<file path="src/rtl/dct8_pipe.sv">
// dct8_pipe
// ---------
// Pipelined 8-point lifting forward DCT (1-D binDCT). Four registered
// stages (butterfly, lifting rotation, butterfly, output lifting) with a
// valid/ready handshake on both sides. Used twice (rows, then columns) for
// the 2-D transform, between the 8x8 block buffer and the transpose/quantiser.
//
// Ports
//   clk, rst            : clock, asynchronous active-high reset
//   s_valid / s_ready   : input handshake; s_ready depends only on the output side
//   s_data  [8*INPUT_W] : samples, x[i] = s_data[i*INPUT_W +: INPUT_W]
//   s_user  [USER_W]    : sideband, travels with its vector unchanged
//   m_valid / m_ready   : output handshake
//   m_data  [8*DATA_W]  : coefficients, y[i] = m_data[i*DATA_W +: DATA_W],
//                         lane order y0..y7 (not frequency order)
//   m_user  [USER_W]    : sideband aligned with m_data
//
// All arithmetic is DATA_W-bit two's complement and wraps; >>> is a floor shift.

module dct8_pipe #(
    parameter int INPUT_W     = 8,
    parameter int DATA_W      = 16,
    parameter int LEVEL_SHIFT = 1,
    parameter int USER_W      = 4
) (
    input  logic                  clk,
    input  logic                  rst,
    input  logic                  s_valid,
    output logic                  s_ready,
    input  logic [8*INPUT_W-1:0]  s_data,
    input  logic [USER_W-1:0]     s_user,
    output logic                  m_valid,
    input  logic                  m_ready,
    output logic [8*DATA_W-1:0]   m_data,
    output logic [USER_W-1:0]     m_user
);

    typedef logic signed [DATA_W-1:0] sample_t;

    localparam sample_t SHIFT_OFS = sample_t'(2 ** (INPUT_W - 1));

    sample_t               x     [8];
    sample_t               a_d   [8];
    sample_t               b_d   [8];
    sample_t               c_d   [8];
    sample_t               y_d   [8];
    sample_t               a_q   [8];
    sample_t               b_q   [8];
    sample_t               c_q   [8];
    sample_t               y_q   [8];
    logic [3:0]            vld_q;
    logic [USER_W-1:0]     user_q [4];
    logic                  en;

    // Whole pipeline advances together; a full output register that is not
    // being taken freezes every stage, so no bubble collapsing happens.
    assign en      = !vld_q[3] || m_ready;
    assign s_ready = en;
    assign m_valid = vld_q[3];
    assign m_user  = user_q[3];

    // Input conditioning and first butterfly. With level shift the input is
    // treated as unsigned and re-centred around zero.
    always_comb begin
        for (int i = 0; i < 8; i++) begin
            if (LEVEL_SHIFT != 0)
                x[i] = sample_t'({{(DATA_W-INPUT_W){1'b0}}, s_data[i*INPUT_W +: INPUT_W]}) - SHIFT_OFS;
            else
                x[i] = sample_t'({{(DATA_W-INPUT_W){s_data[i*INPUT_W+INPUT_W-1]}},
                                  s_data[i*INPUT_W +: INPUT_W]});
        end
        for (int i = 0; i < 4; i++) begin
            a_d[i]     = x[i] + x[7-i];
            a_d[4+i]   = x[3-i] - x[4+i];
        end
    end

    // Lifting rotation on the odd pair; b5 deliberately uses the freshly
    // lifted b6 rather than a6.
    always_comb begin
        sample_t b6;
        b_d = a_q;
        b6     = (a_q[5] >>> 3) + (a_q[5] >>> 2) + a_q[6];
        b_d[6] = b6;
        b_d[5] = (b6 >>> 3) + (b6 >>> 1) - a_q[5];
    end

    // Second butterfly.
    always_comb begin
        c_d[0] = b_q[0] + b_q[3];
        c_d[1] = b_q[1] + b_q[2];
        c_d[2] = b_q[1] - b_q[2];
        c_d[3] = b_q[0] - b_q[3];
        c_d[4] = b_q[4] + b_q[5];
        c_d[5] = b_q[4] - b_q[5];
        c_d[6] = b_q[7] - b_q[6];
        c_d[7] = b_q[7] + b_q[6];
    end

    // Output lifting steps; y1, y3 and y6 chain on results of this same stage.
    always_comb begin
        sample_t y0, y2, y5;
        y0     = c_q[0] + c_q[1];
        y2     = ((c_q[3] >>> 3) + (c_q[3] >>> 2)) - c_q[2];
        y5     = ((c_q[6] >>> 3) + (c_q[6] >>> 2) + (c_q[6] >>> 1)) + c_q[5];
        y_d[0] = y0;
        y_d[1] = (y0 >>> 1) - c_q[1];
        y_d[2] = y2;
        y_d[3] = ((y2 >>> 3) + (y2 >>> 2)) + c_q[3];
        y_d[4] = c_q[4] - (c_q[7] >>> 3);
        y_d[5] = y5;
        y_d[6] = c_q[6] - (y5 >>> 1);
        y_d[7] = c_q[7];
    end

    always_ff @(posedge clk or posedge rst) begin
        if (rst) begin
            vld_q  <= '0;
            a_q    <= '{default: '0};
            b_q    <= '{default: '0};
            c_q    <= '{default: '0};
            y_q    <= '{default: '0};
            user_q <= '{default: '0};
        end else if (en) begin
            vld_q     <= {vld_q[2:0], s_valid && s_ready};
            a_q       <= a_d;
            b_q       <= b_d;
            c_q       <= c_d;
            y_q       <= y_d;
            user_q[0] <= s_user;
            user_q[1] <= user_q[0];
            user_q[2] <= user_q[1];
            user_q[3] <= user_q[2];
        end
    end

    always_comb begin
        m_data = '0;
        for (int i = 0; i < 8; i++)
            m_data[i*DATA_W +: DATA_W] = y_q[i];
    end

endmodule

</file>
<file path="config.mk">
export PLATFORM = sky130hd
export DESIGN_NAME = dct8_pipe
export DESIGN_NICKNAME = d
export VERILOG_FILES = /design/src/rtl/dct8_pipe.sv
export SDC_FILE = /design/constraint.sdc
export NUM_CORES = 2
export LEC_CHECK = 0
export ABC_CLOCK_PERIOD_IN_PS = 22800
export CAP_MARGIN = 30
export CORE_MARGIN = 4
export CORE_UTILIZATION = 55
export CTS_CLUSTER_DIAMETER = 40
export DETAILED_ROUTE_END_ITERATION = 6
export PLACE_DENSITY_LB_ADDON = 0.08
export SLEW_MARGIN = 15
export SYNTH_ARGS = -nofsm -noshare
export SYNTH_HDL_FRONTEND = slang
export SYNTH_SLANG_ARGS = --single-unit
export TNS_END_PERCENT = 10
</file>
<file path="constraint.sdc">
create_clock -name clk -period 22.8 [get_ports clk]
set_input_delay 5.7 -clock clk [delete_from_list [all_inputs] [get_ports clk]]
set_output_delay 5.7 -clock clk [all_outputs]
set_load 0.1 [all_outputs]
</file>
==> key figures <==
Detailed routing
  – Vias per inst: 5.441
  – Drt first-iter violations: 1310
  – Count of vias placed by the detailed router: 23290
  – Number of routed nets with antenna violations: 0
  – Highest metal layer with signal wires: met4
  – Per-cell routed wire length: 16.85 um
  – Drt first pass iters: 5
  – Post-detailed-routing wire length: 72.13 mm
  – Routed wl met2: 31.32 mm
  – Routed length on met3: 3.724 mm
  – Number of remaining DRC errors: 0
  – Detailed-route wire length on metal 1: 35.57 mm

Logic synthesis
  – EDFF count, synth: 0
  – Top cell types by occurrence after synthesis: 490 x nand2_1, 438 x dfrtp_1, 389 x inv_1, 302 x ha_1, 272 x nor2_1
  – Post-Syn Area per Cell: 8.801 sq um
  – Yosys warning count: 0
  – Share of the synthesized area in the top cell type: 37.18%
  – Total nets after synthesis: 3812
  – Synth area leader: dfrtp_1
  – Sequential-to-total area share from yosys stat: 37.18%
  – Main area contributors after synthesis: dfrtp_1 37%, ha_1 13%, nand2_1 6.2%
  – Netlist Area Pre-Place: 29480 sq um
  – Number of cells produced by synthesis: 3349
  – Count of different cell masters after synthesis: 63
  – Most used flip-flop cell after synthesis: dfrtp_1
  – Share of flip-flops with an asynchronous set or reset: 100.0%
  – Cell with the most instances after synthesis: nand2_1
  – Register bit count reported by yosys: 438

Critical path
  – Endpoint type of the worst setup path: output port
  – Reg2reg setup slack: 16880 ps
  – Critical Path AT: 8230 ps
  – Worst R2R Path Depth: 21
  – Startpoint kind of the worst setup timing path: input port
  – Largest driver fanout on the critical path: 142
  – Critical path data required time: 17100 ps
  – Type of the worst setup path: input port to output port
  – Worst flop-to-flop path endpoint: m_data[63]$_DFFE_PP0N_
  – Reg2Reg Launch Point: c_q[67]$_DFFE_PP0N_

Placed design
  – Post-detailed-placement cell area: 32140 sq um
  – Count of buffers inserted at the top-level ports: 205
  – Hpwl dp: 55.48 mm
  – Routability cong.: 0.8897
  – Post-placement setup slack: 8904 ps

STA
  – Maximum frequency from static timing analysis: 71.81 MHz
  – RSZ-0062 raised after global routing: false
  – Hold_ws: 466.6 ps
  – Final worst clock skew: 20.82 ps
  – Number of failing setup endpoints in the final timing report: 0
  – Final worst path period share: 61.08%
  – Least-Margin Pin Slew: 1057 ps
  – Setup WS post-layout: 8874 ps
  – Clock period minus worst slack: 13930 ps
  – Final hold violation count: 0
  – Summed negative setup slack over all endpoints: 0 ps
  – Slew HR: 29.32%
  – Count of pins over their slew limit: 0

Final layout
  – Final-layout fill cell count: 4345
  – N_diodes: 0
  – Synth-to-Final Area Change: 18.24%
  – Post-route cell area: 34850 sq um
  – Proportion of layout cells with a drive suffix above 1: 5.011%
  – Net count of the finished layout: 3994

Min path
  – Hold Crit Class: flop to flop
  – Hold Crit Depth: 2
  – Startpoint of the worst hold path: user_q[10]$_DFFE_PP0N_
  – Min-Delay Endpoint: user_q[10]$_DFFE_PP0N_

Clocking
  – TritonCTS buffer count: 75
  – Clock root cell: clkbuf_16
  – Clock sinks: 438
  – CTS resizes: 0
  – # hold bufs at CTS: 0
  – Setup repair bufs after CTS: 0
  – Clock slew seen by the registers of the worst setup and hold paths: 60 ps
  – Deepest level of the CTS H-tree: 3
  – Buffer depth of the longest clock path: 3
  – TritonCTS clock tree: yes
  – Clock latency at the later pin of the worst-skew pair: 610 ps

Global route
  – Wire length of the first global-routing pass: 119.0 mm
  – Antenna violations before repair: 1
  – Overflow left after global routing: 0
  – Total track usage: 25.60%
  – Vias in the first global route: 23080
  – Largest net degree at the start of global routing: 207

Run status
  – Run status: completed

Die
  – Number of core rows: 84
  – Die width: 239.5 um
  – I/O pin cnt: 206
  – Initial Util: 55.87%
  – CORE AREA: 52760 sq um
  – Die footprint: 57360 sq um
  – Die outline height: 239.5 um

Job
  – MaxCap Viol Count: 0
==> worst max-delay path, stage by stage <==
cell and delay, ps:
clkdlybuf4s50_1 520, nor2b_4 80, inv_8 490, clkdlybuf4s50_1 1270
==> stage by stage <==
| step | util [%] | instances |
|---|---|---|
| finish | 66.05 | 4280 |
| global route | 66.05 | 4280 |
| CTS | 65.90 | 4277 |
| detailed placement | 60.92 | 4139 |
| global placement | 60.76 | 4136 |
| floorplan | - | 3349 |
==> layout make-up <==
type / count / area, sq um / area share [%]
multi-input cells: 2403 / 16600 / 47.63
flip-flops and latches: 438 / 10960 / 31.45
repair buffers: 224 / 2327 / 6.678
clock buffers: 89 / 2063 / 5.920
inverters: 389 / 1475 / 4.233
well taps: 688 / 860.8 / 2.470
clock inverters: 49 / 564.3 / 1.619
==> layout by cell type (no fill, tap or decap), drive strengths merged, types with 34 or more instances in the layout <==
cell and instances:
clkbuf 89, fa 89, xnor2 152, a21o 46, clkdlybuf4s50 205, ha 302, nor2 272, inv 408
nor3 41, nand2b 34, o21ai 258, dfrtp 438, nand2 490, o31ai 51, xor2 56, a21oi 263
o21bai 49
==> how the worst max path moves through the flow <==
stage,from,slack [ps],end,cells past startpoint
5_1_grt,m_ready,8790,s_ready,4
3_5_place_dp,m_ready,8900,s_ready,4
3_3_place_gp,m_ready,8910,s_ready,4
2_1_floorplan,rst,4900,a_q[100]$_DFFE_PP0N_,1
4_1_cts,m_ready,8900,s_ready,4
6_report,m_ready,8870,s_ready,4
==> kinds of logic (layout without fill, tap and decap cells) <==
family,Yosys count,after routing,synth area share [%]
compound gates,825,825,16.94
xor+xnor,208,208,6.181
fa+ha+maj,395,395,19.00
buf+inv,508,751,6.524
flops,438,438,37.18
mux,7,7,0.2632
simple gates,968,968,13.90
==> sequential cells by signal, summed over array words and instances (netlist names) <==
| register | flops |
|---|---|
| vld_q | 4 |
| b_q | 90 |
| c_q | 124 |
| a_q | 76 |
| user_q | 12 |
| m_data | 128 |
| m_user | 4 |
==> per-layer routing <==
layer	track usage [%]	vias to the layer above
met5	0	-
met4	6.051	0
met3	4.306	94
met2	38.90	542
met1	38.59	11150
li1	-	11510
Power is not shown: default switching activity piles up to over one toggle a cycle in this logic, so the estimate is an artifact.
